===== config.mk =====
export PLATFORM = sky130hd
export DESIGN_NAME = rename_map_flat
export DESIGN_NICKNAME = d
export VERILOG_FILES = /design/src/rtl/rename_pkg.sv /design/src/rtl/rename_map_if.sv /design/src/rtl/rename_free_fifo.sv /design/src/rtl/rename_map.sv /design/src/flat_wrapper.sv
export SDC_FILE = /design/constraint.sdc
export NUM_CORES = 1
export LEC_CHECK = 0
export ABC_AREA = 1
export CORE_AREA = 2 2 215 301
export CTS_CLUSTER_DIAMETER = 30
export DETAILED_ROUTE_END_ITERATION = 8
export DIE_AREA = 0 0 217 303
export PLACE_DENSITY = 0.54
export SETUP_SLACK_MARGIN = 0.02
export SLEW_MARGIN = 5
export SYNTH_ARGS = -nofsm -noshare
export SYNTH_HDL_FRONTEND = slang
export SYNTH_HIERARCHICAL = 1
export SYNTH_SLANG_ARGS = --single-unit

===== constraint.sdc =====
create_clock -name clk -period 8 [get_ports clk]
set_input_delay 1.2 -clock clk [delete_from_list [all_inputs] [get_ports clk]]
set_output_delay 1.2 -clock clk [all_outputs]
set_load 0.01 [all_outputs]

===== src/rtl/rename_pkg.sv =====
// Shared types and default sizes for the register-rename stage.
package rename_pkg;

    localparam int DEF_ARCH_REGS = 32;
    localparam int DEF_PHYS_REGS = 64;
    localparam int AREG_BITS     = $clog2(DEF_ARCH_REGS);
    localparam int PREG_BITS     = $clog2(DEF_PHYS_REGS);

    typedef logic [AREG_BITS-1:0] areg_t;
    typedef logic [PREG_BITS-1:0] preg_t;

    typedef struct packed {
        preg_t prd;
        preg_t prs1;
        preg_t prs2;
        preg_t old_prd;
        logic  rd_wr;
    } renamed_t;

endpackage


===== src/rtl/rename_map_if.sv =====
// Decode-side, dispatch-side and retire/flush signals of the rename stage.
interface rename_map_if
    import rename_pkg::*;
#(
    parameter int AREG_W = AREG_BITS,
    parameter int PREG_W = PREG_BITS
);
    logic              in_valid;
    logic              in_ready;
    logic [AREG_W-1:0] in_rd;
    logic [AREG_W-1:0] in_rs1;
    logic [AREG_W-1:0] in_rs2;
    logic              in_rd_wr;

    logic              out_valid;
    logic              out_ready;
    logic [PREG_W-1:0] out_prd;
    logic [PREG_W-1:0] out_prs1;
    logic [PREG_W-1:0] out_prs2;
    logic [PREG_W-1:0] out_old_prd;
    logic              out_rd_wr;

    logic              retire_valid;
    logic              retire_rd_wr;
    logic [AREG_W-1:0] retire_arch_rd;
    logic [PREG_W-1:0] retire_prd;
    logic [PREG_W-1:0] retire_old_prd;

    logic              flush;
    logic [PREG_W:0]   free_count;

    modport master (
        output in_valid, in_rd, in_rs1, in_rs2, in_rd_wr, out_ready,
               retire_valid, retire_rd_wr, retire_arch_rd, retire_prd, retire_old_prd, flush,
        input  in_ready, out_valid, out_prd, out_prs1, out_prs2, out_old_prd, out_rd_wr,
               free_count
    );

    modport slave (
        input  in_valid, in_rd, in_rs1, in_rs2, in_rd_wr, out_ready,
               retire_valid, retire_rd_wr, retire_arch_rd, retire_prd, retire_old_prd, flush,
        output in_ready, out_valid, out_prd, out_prs1, out_prs2, out_old_prd, out_rd_wr,
               free_count
    );

endinterface


===== src/rtl/rename_free_fifo.sv =====
// Circular free list of physical tags; preloaded with ARCH_REGS..PHYS_REGS-1,
// restore snaps head back to the (post-push) tail and marks the list full.
module rename_free_fifo
    import rename_pkg::*;
#(
    parameter  int ARCH_REGS = DEF_ARCH_REGS,
    parameter  int PHYS_REGS = DEF_PHYS_REGS,
    localparam int FL_DEPTH  = PHYS_REGS - ARCH_REGS,
    localparam int PTR_W     = (FL_DEPTH > 1) ? $clog2(FL_DEPTH) : 1,
    localparam int CNT_W     = $clog2(PHYS_REGS) + 1
) (
    input  logic             clk,
    input  logic             reset,
    input  logic             pop,
    output preg_t            pop_tag,
    input  logic             push,
    input  preg_t            push_tag,
    input  logic             restore,
    output logic [CNT_W-1:0] count
);

    preg_t            store [FL_DEPTH];
    logic [PTR_W-1:0] head;
    logic [PTR_W-1:0] tail;
    logic [PTR_W-1:0] tail_next;

    // Depth need not be a power of two, so wrap by compare.
    function automatic logic [PTR_W-1:0] ptr_inc(input logic [PTR_W-1:0] p);
        return (p == PTR_W'(FL_DEPTH - 1)) ? '0 : p + 1'b1;
    endfunction

    assign pop_tag   = store[head];
    assign tail_next = push ? ptr_inc(tail) : tail;

    always_ff @(posedge clk or posedge reset) begin
        if (reset) begin
            for (int i = 0; i < FL_DEPTH; i++) begin
                store[i] <= preg_t'(ARCH_REGS + i);
            end
            head  <= '0;
            tail  <= '0;
            count <= CNT_W'(FL_DEPTH);
        end else begin
            if (push) begin
                store[tail] <= push_tag;
            end
            tail <= tail_next;
            if (restore) begin
                head  <= tail_next;
                count <= CNT_W'(FL_DEPTH);
            end else begin
                if (pop) begin
                    head <= ptr_inc(head);
                end
                count <= count - CNT_W'(pop) + CNT_W'(push);
            end
        end
    end

endmodule


===== src/rtl/rename_map.sv =====
// Register-rename stage: RAT lookup, free-list allocation, retire reclaim.
// RENAME_FLUSH_EN builds the committed table (RRAT) and single-cycle flush recovery.
module rename_map
    import rename_pkg::*;
#(
    parameter  int ARCH_REGS = DEF_ARCH_REGS,
    parameter  int PHYS_REGS = DEF_PHYS_REGS,
    localparam int AREG_W    = $clog2(ARCH_REGS),
    localparam int PREG_W    = $clog2(PHYS_REGS)
) (
    input logic         clk,
    input logic         reset,
    rename_map_if.slave bus
);

    logic            flush_eff;
    logic            alloc_req;
    logic            in_ready;
    logic            accept;
    logic            pop;
    logic            push;
    preg_t           pop_tag;
    logic [PREG_W:0] free_count;
    preg_t           rat [ARCH_REGS];
    renamed_t        out_q;
    logic            out_valid_q;

    assign alloc_req = bus.in_rd_wr && (bus.in_rd != AREG_W'(0));
    assign in_ready  = (!out_valid_q || bus.out_ready) && !flush_eff &&
                       (!alloc_req || free_count != '0);
    assign accept    = bus.in_valid && in_ready;
    assign pop       = accept && alloc_req;

`ifdef RENAME_FLUSH_EN
    preg_t rrat      [ARCH_REGS];
    preg_t rrat_next [ARCH_REGS];

    assign flush_eff = bus.flush;
    assign push      = bus.retire_valid && bus.retire_rd_wr && (bus.retire_arch_rd != AREG_W'(0));

    // Flush restores from the committed table including this cycle's retire.
    always_comb begin
        rrat_next = rrat;
        if (push) begin
            rrat_next[bus.retire_arch_rd] = bus.retire_prd;
        end
    end

    always_ff @(posedge clk or posedge reset) begin
        if (reset) begin
            for (int i = 0; i < ARCH_REGS; i++) begin
                rrat[i] <= preg_t'(i);
            end
        end else begin
            rrat <= rrat_next;
        end
    end
`else
    logic unused_flush_inputs;

    assign flush_eff           = 1'b0;
    assign push                = bus.retire_valid && bus.retire_rd_wr;
    assign unused_flush_inputs = ^{bus.flush, bus.retire_prd, bus.retire_arch_rd};
`endif

    always_ff @(posedge clk or posedge reset) begin
        if (reset) begin
            for (int i = 0; i < ARCH_REGS; i++) begin
                rat[i] <= preg_t'(i);
            end
`ifdef RENAME_FLUSH_EN
        end else if (flush_eff) begin
            rat <= rrat_next;
`endif
        end else if (pop) begin
            rat[bus.in_rd] <= pop_tag;
        end
    end

    // Output register reads the pre-edge RAT; the RAT write lands on the same edge.
    always_ff @(posedge clk or posedge reset) begin
        if (reset) begin
            out_valid_q <= 1'b0;
            out_q       <= '0;
        end else if (flush_eff) begin
            out_valid_q <= 1'b0;
        end else if (accept) begin
            out_valid_q   <= 1'b1;
            out_q.prs1    <= rat[bus.in_rs1];
            out_q.prs2    <= rat[bus.in_rs2];
            out_q.old_prd <= rat[bus.in_rd];
            out_q.prd     <= alloc_req ? pop_tag : '0;
            out_q.rd_wr   <= alloc_req;
        end else if (bus.out_ready) begin
            out_valid_q <= 1'b0;
        end
    end

    rename_free_fifo #(
        .ARCH_REGS (ARCH_REGS),
        .PHYS_REGS (PHYS_REGS)
    ) u_free_fifo (
        .clk      (clk),
        .reset    (reset),
        .pop      (pop),
        .pop_tag  (pop_tag),
        .push     (push),
        .push_tag (bus.retire_old_prd),
        .restore  (flush_eff),
        .count    (free_count)
    );

    assign bus.in_ready    = in_ready;
    assign bus.out_valid   = out_valid_q;
    assign bus.out_prd     = out_q.prd;
    assign bus.out_prs1    = out_q.prs1;
    assign bus.out_prs2    = out_q.prs2;
    assign bus.out_old_prd = out_q.old_prd;
    assign bus.out_rd_wr   = out_q.rd_wr;
    assign bus.free_count  = free_count;

endmodule


===== src/flat_wrapper.sv =====
// flat-port wrapper written by rule: the top's interface ports become plain ports
module rename_map_flat import rename_pkg::*;
#(
    parameter  int ARCH_REGS = DEF_ARCH_REGS,
    parameter  int PHYS_REGS = DEF_PHYS_REGS,
    localparam int AREG_W    = $clog2(ARCH_REGS),
    localparam int PREG_W    = $clog2(PHYS_REGS)
)
  (clk, reset, bus_in_valid, bus_in_rd, bus_in_rs1, bus_in_rs2, bus_in_rd_wr, bus_out_ready, bus_retire_valid, bus_retire_rd_wr, bus_retire_arch_rd, bus_retire_prd, bus_retire_old_prd, bus_flush, bus_in_ready, bus_out_valid, bus_out_prd, bus_out_prs1, bus_out_prs2, bus_out_old_prd, bus_out_rd_wr, bus_free_count);
  rename_map_if #(.AREG_W(AREG_BITS), .PREG_W(PREG_BITS)) bus_i ();
  input logic clk;
  input logic reset;
  input wire logic [$bits(bus_i.in_valid)-1:0] bus_in_valid;
  input wire logic [$bits(bus_i.in_rd)-1:0] bus_in_rd;
  input wire logic [$bits(bus_i.in_rs1)-1:0] bus_in_rs1;
  input wire logic [$bits(bus_i.in_rs2)-1:0] bus_in_rs2;
  input wire logic [$bits(bus_i.in_rd_wr)-1:0] bus_in_rd_wr;
  input wire logic [$bits(bus_i.out_ready)-1:0] bus_out_ready;
  input wire logic [$bits(bus_i.retire_valid)-1:0] bus_retire_valid;
  input wire logic [$bits(bus_i.retire_rd_wr)-1:0] bus_retire_rd_wr;
  input wire logic [$bits(bus_i.retire_arch_rd)-1:0] bus_retire_arch_rd;
  input wire logic [$bits(bus_i.retire_prd)-1:0] bus_retire_prd;
  input wire logic [$bits(bus_i.retire_old_prd)-1:0] bus_retire_old_prd;
  input wire logic [$bits(bus_i.flush)-1:0] bus_flush;
  output wire logic [$bits(bus_i.in_ready)-1:0] bus_in_ready;
  output wire logic [$bits(bus_i.out_valid)-1:0] bus_out_valid;
  output wire logic [$bits(bus_i.out_prd)-1:0] bus_out_prd;
  output wire logic [$bits(bus_i.out_prs1)-1:0] bus_out_prs1;
  output wire logic [$bits(bus_i.out_prs2)-1:0] bus_out_prs2;
  output wire logic [$bits(bus_i.out_old_prd)-1:0] bus_out_old_prd;
  output wire logic [$bits(bus_i.out_rd_wr)-1:0] bus_out_rd_wr;
  output wire logic [$bits(bus_i.free_count)-1:0] bus_free_count;
  assign bus_i.in_valid = bus_in_valid;
  assign bus_i.in_rd = bus_in_rd;
  assign bus_i.in_rs1 = bus_in_rs1;
  assign bus_i.in_rs2 = bus_in_rs2;
  assign bus_i.in_rd_wr = bus_in_rd_wr;
  assign bus_i.out_ready = bus_out_ready;
  assign bus_i.retire_valid = bus_retire_valid;
  assign bus_i.retire_rd_wr = bus_retire_rd_wr;
  assign bus_i.retire_arch_rd = bus_retire_arch_rd;
  assign bus_i.retire_prd = bus_retire_prd;
  assign bus_i.retire_old_prd = bus_retire_old_prd;
  assign bus_i.flush = bus_flush;
  assign bus_in_ready = bus_i.in_ready;
  assign bus_out_valid = bus_i.out_valid;
  assign bus_out_prd = bus_i.out_prd;
  assign bus_out_prs1 = bus_i.out_prs1;
  assign bus_out_prs2 = bus_i.out_prs2;
  assign bus_out_old_prd = bus_i.out_old_prd;
  assign bus_out_rd_wr = bus_i.out_rd_wr;
  assign bus_free_count = bus_i.free_count;
  rename_map #(.ARCH_REGS(ARCH_REGS), .PHYS_REGS(PHYS_REGS)) u_core (.clk(clk), .reset(reset), .bus(bus_i));
endmodule

==> impl_metrics.csv, run 1 <==
group,metric,value,unit
grt,grt_pass1_wl,136000,um
logic_synthesis,synth_common_cells,"nand2_1 (1428), nand3_1 (485), inv_1 (401), o21ai_0 (391), dfrtp_1 (234)",
cells_and_area,synthToLayoutAreaGrowth,17.8,%
sta,hold_violations,0,
drt,ant_nets,0,
clock_network,hold_buffers,0,
setup_path,crit_path_start_kind,"primary input",
logic_synthesis,synthTopCellsByArea,"dfrtp_1 (23%), nand2_1 (21%), dfstp_2 (20%)",
grt,grt-ovfl-total,0,
grt,groute.usage.overall,0.268,
sta,clock.fmax,218,MHz
drt,vias_per_cell,5.18,
logic_synthesis,synth_cells,3695,
setup_path,worstSetupPathType,"in -> out",
drt,routed-wl-met2,42300,um
drt,wl,86300,um
drt,routed-wl-met3,5080,um
placed_design,place_hpwl,53100,um
sta,clock_skew,0.0265,ns
sta,setup_violations,0,
clock_network,cts_setup_buffers,0,
setup_path,reg2reg_depth,12,
logic_synthesis,synth_area,25000,um2
sta,rsz0062_at_grt,"false",
cells_and_area,fill_cells,6586,
cells_and_area,n_antenna_cell,0,
placed_design,io_buffers,61,
sta,finalSetupTns,0,ns
sta,slew_viol_final,0,
sta,fin_crit_sh,0.573,
drt,drc_errors,0,
clock_network,cts_root_buffer,"clkbuf_16",
sta,period_minus_slack,4.58,ns
setup_path,required,6.80,ns
clock_network,cts_buffer_depth,3,
clock_network,htree_levels,3,
logic_synthesis,synth_cell_type_count,32,
setup_path,worst-path-max-fanout,5,
logic_synthesis,async_flop_share,1.00,
logic_synthesis,syn_area_per_cell,6.77,um2
setup_path,r2r_end,"u_core/rat[126]",
grt,grt_max_degree,117,
logic_synthesis,synth_top_area_share,0.234,
floorplanning,ios,74,
power,ir_drop,0.263,mV
drt,met1Wirelength,34200,um
setup_path,critPathArrivalTime,3.38,ns
power,p_leak,14.0,nW
drt,avgRoutedWirePerCell,18.9,um
power,power,10.8,mW
floorplanning,core,63000,um2
floorplanning,initial_core_util,0.397,
placed_design,gp_congestion,0.925,
drt,dr.max_layer_used,"met4",
clock_network,clock_sinks,427,
drt,vias,23700,
logic_synthesis,yosysMostFrequentCell,"nand2_1",
min_path,min_from,"u_core/rat[189]",
grt,grt_antenna_before_repair,0,
setup_path,cp-end-kind,"output pin",
min_path,min_path_cells,0,
setup_path,rrSetupSlack,4.39,ns
logic_synthesis,synth_area_leader_cell,"dfrtp_1",
clock_network,cts_tree,"done",
clock_network,worstSkewPairLatency,0.65,ns
drt,drt_iter0_drc,1964,
flow_run,cap_violations,0,
grt,grt_pass1_vias,23100,
setup_path,rr_startpoint,"u_core/u_free_fifo/head[0]",
outcome,status,"complete, no violations",
cells_and_area,nNetsFinal,3709,
logic_synthesis,synth_warnings,6,
cells_and_area,layout-drive-gt1-share,0.133,
logic_synthesis,synth_flop_cell,"dfrtp_1",
clock_network,cts_buffers,102,
clock_network,clkTransAtPathRegs,0.05,ns
power,p_per_area,368,nW/um2
logic_synthesis,ys_seq_area_frac,0.437,
drt,dr.pass1.iters,6,
sta,slew_headroom,0.250,
floorplanning,die_width,217,um
floorplanning,die-area,65800,um2
min_path,hold_end,"u_core/rat[189]",
logic_synthesis,ys_ff_latch,427,
sta,tightest_slew,1.12,ns
floorplanning,die_y,303,um
floorplanning,num_rows,109,
logic_synthesis,synth_edf_count,0,
clock_network,cts.repair.resized,0,
min_path,hold_path_class,"reg -> reg",
[where the power goes]
group	switching, mW	leakage (nW)	internal, mW
Clock	1.39	1.75	2.83
Combinational	2.20	7.54	0.975
Sequential	0.364	4.73	3.07
Total	3.96	14.0	6.87
[cell usage in the layout, fill, tap and decap left out, types with 10 or more instances in the layout]
master / count
buf_4: 40
o21ai_0: 391
clkinv_2: 26
inv_1: 398
clkbuf_16: 103
nand3_1: 485
dfrtp_1: 233
o21ai_1: 49
clkdlybuf4s50_1: 56
nor2_1: 102
inv_2: 10
ha_1: 14
clkbuf_8: 18
clkinvlp_4: 10
a21oi_1: 51
nor2_2: 30
or2_2: 18
dfstp_2: 193
o211ai_1: 14
nand2_1: 1427
[logic make-up (layout without fill, tap and decap cells)]
kind of cell             after synthesis  in the layout  share of synthesized area
adder cells (fa/ha/maj)               15             15                    0.00780
AO/OA/AOI/OAI                        509            509                      0.104
XOR/XNOR                               4              4                    0.00140
buffers and inverters                659            706                      0.105
flip-flops                           427            427                      0.437
other                                  1              3                   0.000150
AND/OR/NAND/NOR                     2080           2080                      0.345
[through the flow]
| step | instances | setup slack (ns) | utilization | cell area [um2] | hold WS, ns |
|---|---|---|---|---|---|
| finish | 4576 | 3.42 | 0.468 | 29500 | 0.373 |
| global route | 4576 | 3.27 | 0.468 | 29500 | 0.385 |
| CTS | 4576 | 3.41 | 0.468 | 29500 | 0.377 |
| detailed placement | 4382 | 2.94 | 0.411 | 25900 | 0.366 |
| global placement | 4382 | 2.96 | 0.411 | 25900 | 0.366 |
| floorplan | 3697 | 0.968 | - | 25000 | 0.429 |
[area by class of cell]
type | count | area, um2 | area share
multi-input combinational | 2611 | 11500 | 0.390
sequential | 427 | 10900 | 0.371
clock buffer | 129 | 2860 | 0.0969
inverter | 413 | 1570 | 0.0532
tap | 832 | 1040 | 0.0353
timing repair buffer | 99 | 891 | 0.0302
clock inverter | 65 | 704 | 0.0239
[worst max-delay path, stage by stage]
cell and delay [ns]:
clkdlybuf4s50_1 0.55, inv_2 0.20, nand3_1 0.16, o21ai_1 0.41
inv_2 0.10, nand2_1 0.07, nand2_1 0.09, inv_1 0.07
clkdlybuf4s50_1 0.53
[sequential cells by signal (all words and copies together), names as in the netlist]
signal and flops:
u_core/u_free_fifo/store 192, u_core/bus.out_old_prd 6, u_core/bus.out_prs1 6, u_core/u_free_fifo/count 7, u_core/rat 192, u_core/bus.out_prs2 6
u_core/bus.out_prd 6, u_core/u_free_fifo/head 5, u_core/bus.out_rd_wr 1, u_core/bus.out_valid 1, u_core/u_free_fifo/tail 5
[per-layer routing]
metal,vias to the layer above,GRT usage
met5,-,0
met4,0,0.156
met3,245,0.0364
met2,820,0.460
met1,11100,0.321
li1,11500,-
[worst max-delay path by stage]
stage	startpoint	endpoint	slack (ns)	cells past startpoint
after detailed placement	bus_in_rd[3]	u_core/u_free_fifo/count[6]	2.94	18
after global placement	bus_in_rd[3]	u_core/u_free_fifo/count[6]	2.96	17
after global routing	bus_in_rd[3]	u_core/u_free_fifo/count[6]	3.27	17
after CTS	bus_in_rd[3]	bus_in_ready	3.41	9
final	bus_in_rd[3]	bus_in_ready	3.42	9
after floorplan	reset	u_core/bus.out_old_prd[0]	0.97	1
(Power assumes the default switching activity.)
==> run 2: changes to the inputs <==
==> constraint.sdc (replaced) <==
create_clock -name clk -period 4.8 [get_ports clk]
set_input_delay 0.72 -clock clk [delete_from_list [all_inputs] [get_ports clk]]
set_output_delay 0.72 -clock clk [all_outputs]
set_load 0.01 [all_outputs]
==> run 2 against run 1 <==
Effect of this change:
- die area unchanged
- count of clock-buffer cells in the layout down 8
- utilization up 0.27 points
- register-to-register slack worse by 2.7 ns
- routed wire length up 1.2%
- cell count up 0.11%
- clock power up 70%
- worst setup slack worse by 2.3 ns
- combinational power up 70%
- hold slack about the same
- critical path type unchanged
- largest power group unchanged
==> impl_metrics.csv, run 2 (synthesis gave the netlist of run 1 again) <==
group,metric,value,unit
outcome,status,"complete, no violations",
drt,wl,87300,um
cells_and_area,reg_top3,"u_core/rat: 192 flops, u_core/u_free_fifo/store: 192 flops, u_core/u_free_fifo/count: 7 flops",
cells_and_area,utilization,0.470,
power,clkPwrFrac,0.392,
floorplanning,ios,74,
power,power_frac_comb,0.296,
sta,slew_headroom,0.244,
setup_path,rr_startpoint,"u_core/u_free_fifo/head[0]",
flow_run,cap_violations,0,
cells_and_area,layout_common_cells,"nand2_1 (1427), nand3_1 (485), inv_1 (398)",
grt,grt_pass1_vias,22800,
cells_and_area,nNetsFinal,3718,
sta,clock_skew,0.0395,ns
floorplanning,core,63000,um2
drt,vias_per_cell,5.17,
sta,hold_violations,0,
clock_network,hold_buffers,0,
setup_path,rrSetupSlack,1.68,ns
clock_network,htree_levels,3,
drt,ant_nets,0,
power,p_per_area,617,nW/um2
setup_path,required,4.08,ns
floorplanning,num_rows,109,
floorplanning,die-area,65800,um2
placed_design,place_hpwl,55300,um
drt,vias,23700,
placed_design,io_buffers,61,
drt,dr.pass1.iters,6,
power,p_leak,14.1,nW
grt,groute.usage.overall,0.268,
drt,drt_iter0_drc,1922,
clock_network,cts.repair.resized,0,
power,netSwitchingFraction,0.364,
clock_network,clkTransAtPathRegs,0.05,ns
power,ir_drop,0.498,mV
drt,avgRoutedWirePerCell,19.1,um
cells_and_area,layout-drive-gt1-share,0.134,
sta,tightest_slew,1.13,ns
cells_and_area,synthToLayoutAreaGrowth,18.5,%
sta,period_minus_slack,3.64,ns
clock_network,worstSkewPairLatency,0.67,ns
sta,fin_crit_sh,0.757,
clock_network,cts_buffers,98,
setup_path,crit_start,"bus_in_rd[4]",
setup_path,reg2reg_depth,13,
sta,slew_viol_final,0,
floorplanning,die_y,303,um
cells_and_area,mostFrequentLayoutCell,"nand2_1",
power,p_int,11.6,mW
placed_design,place_ws,0.971,ns
clock_network,clock_sinks,427,
grt,grt_pass1_wl,135000,um
floorplanning,initial_core_util,0.397,
setup_path,critPathArrivalTime,2.92,ns
setup_path,crit_path_start_kind,"primary input",
placed_design,gp_congestion,0.924,
sta,clock.fmax,275,MHz
grt,grt-ovfl-total,0,
sta,fin_ws,1.16,ns
drt,drc_errors,0,
power,p_seq_frac,0.311,
floorplanning,die_width,217,um
grt,grt_max_degree,92,
sta,rsz0062_at_grt,"false",
sta,setup_violations,0,
clock_network,cts_root_buffer,"clkbuf_16",
cells_and_area,n_antenna_cell,0,
clock_network,cts_setup_buffers,0,
sta,finalSetupTns,0,ns
grt,grt_antenna_before_repair,0,
setup_path,cp-end-kind,"output pin",
setup_path,cp-endpoint,"bus_in_ready",
clock_network,cts_tree,"done",
setup_path,worstSetupPathType,"in -> out",
setup_path,r2r_end,"u_core/rat[164]",
setup_path,worst-path-max-fanout,5,
power,p_switching,6.66,mW
clock_network,cts_buffer_depth,3,
min_path,hold_path_class,"reg -> reg",
==> run 2: changes by cell type in the layout (fill, tap and decap cells not counted), sizes merged <==
| cell | before | now |
|---|---|---|
| buf | 43 | 56 |
| bufinv | 9 | 17 |
| clkbuf | 129 | 121 |
| clkinv | 34 | 26 |
| clkinvlp | 10 | 15 |
| inv | 425 | 420 |
==> run 2: power groups by stage <==
stage	sequential, mW	clock, mW	combinational, mW
2_1_floorplan	5.62	0	3.61
3_3_place_gp	5.71	0	5.33
3_5_place_dp	5.73	0	5.38
4_1_cts	5.70	7.31	5.40
5_1_grt	5.84	7.48	6.07
6_report	5.70	7.18	5.42
==> run 2: through the flow <==
| stage | hold slack [ns] | power (mW) | instance area [um2] | instances |
|---|---|---|---|---|
| detailed placement | 0.368 | 11.1 | 26100 | 4395 |
| global route | 0.393 | 19.4 | 29600 | 4581 |
| CTS | 0.377 | 18.4 | 29600 | 4581 |
| global placement | 0.366 | 11.0 | 26100 | 4395 |
| floorplan | 0.429 | 9.23 | 25000 | 3697 |
| finish | 0.373 | 18.3 | 29600 | 4581 |
==> run 2: worst min path at each step <==
stage | start | endpoint | cells after the start
finish | u_core/rat[189] | u_core/rat[189] | 0
global route | u_core/rat[188] | u_core/rat[188] | 0
CTS | u_core/rat[186] | u_core/rat[186] | 0
detailed placement | u_core/rat[186] | u_core/rat[186] | 0
global placement | u_core/rat[191] | u_core/rat[191] | 0
floorplan | u_core/rat[186] | u_core/rat[186] | 1
==> run 2: final cells by class <==
type                    instances  area (um2)
clock buffers                 121        2660
inverters                     413        1560
flip-flops and latches        427       10900
repair buffers                112        1050
fillers                      6559       33400
well taps                     832        1040
clock inverters                65         921
multi-input cells            2611       11500
==> run 2: worst max-delay path, cell delays in order <==
cell,delay (ns)
clkdlybuf4s50_1,0.56
inv_2,0.20
nand3_1,0.17
o21ai_1,0.40
inv_2,0.10
nand2_1,0.07
nand2_1,0.09
inv_1,0.07
clkdlybuf4s50_1,0.53
==> run 2: routing by layer <==
layer	vias up	GRT usage	routed length [um]	part of all wire
li1	11500	-	-	-
met1	11100	0.316	34700	0.40
met2	829	0.456	42100	0.48
met3	267	0.0404	5020	0.058
met4	0	0.172	5460	0.063
met5	-	0	0	0
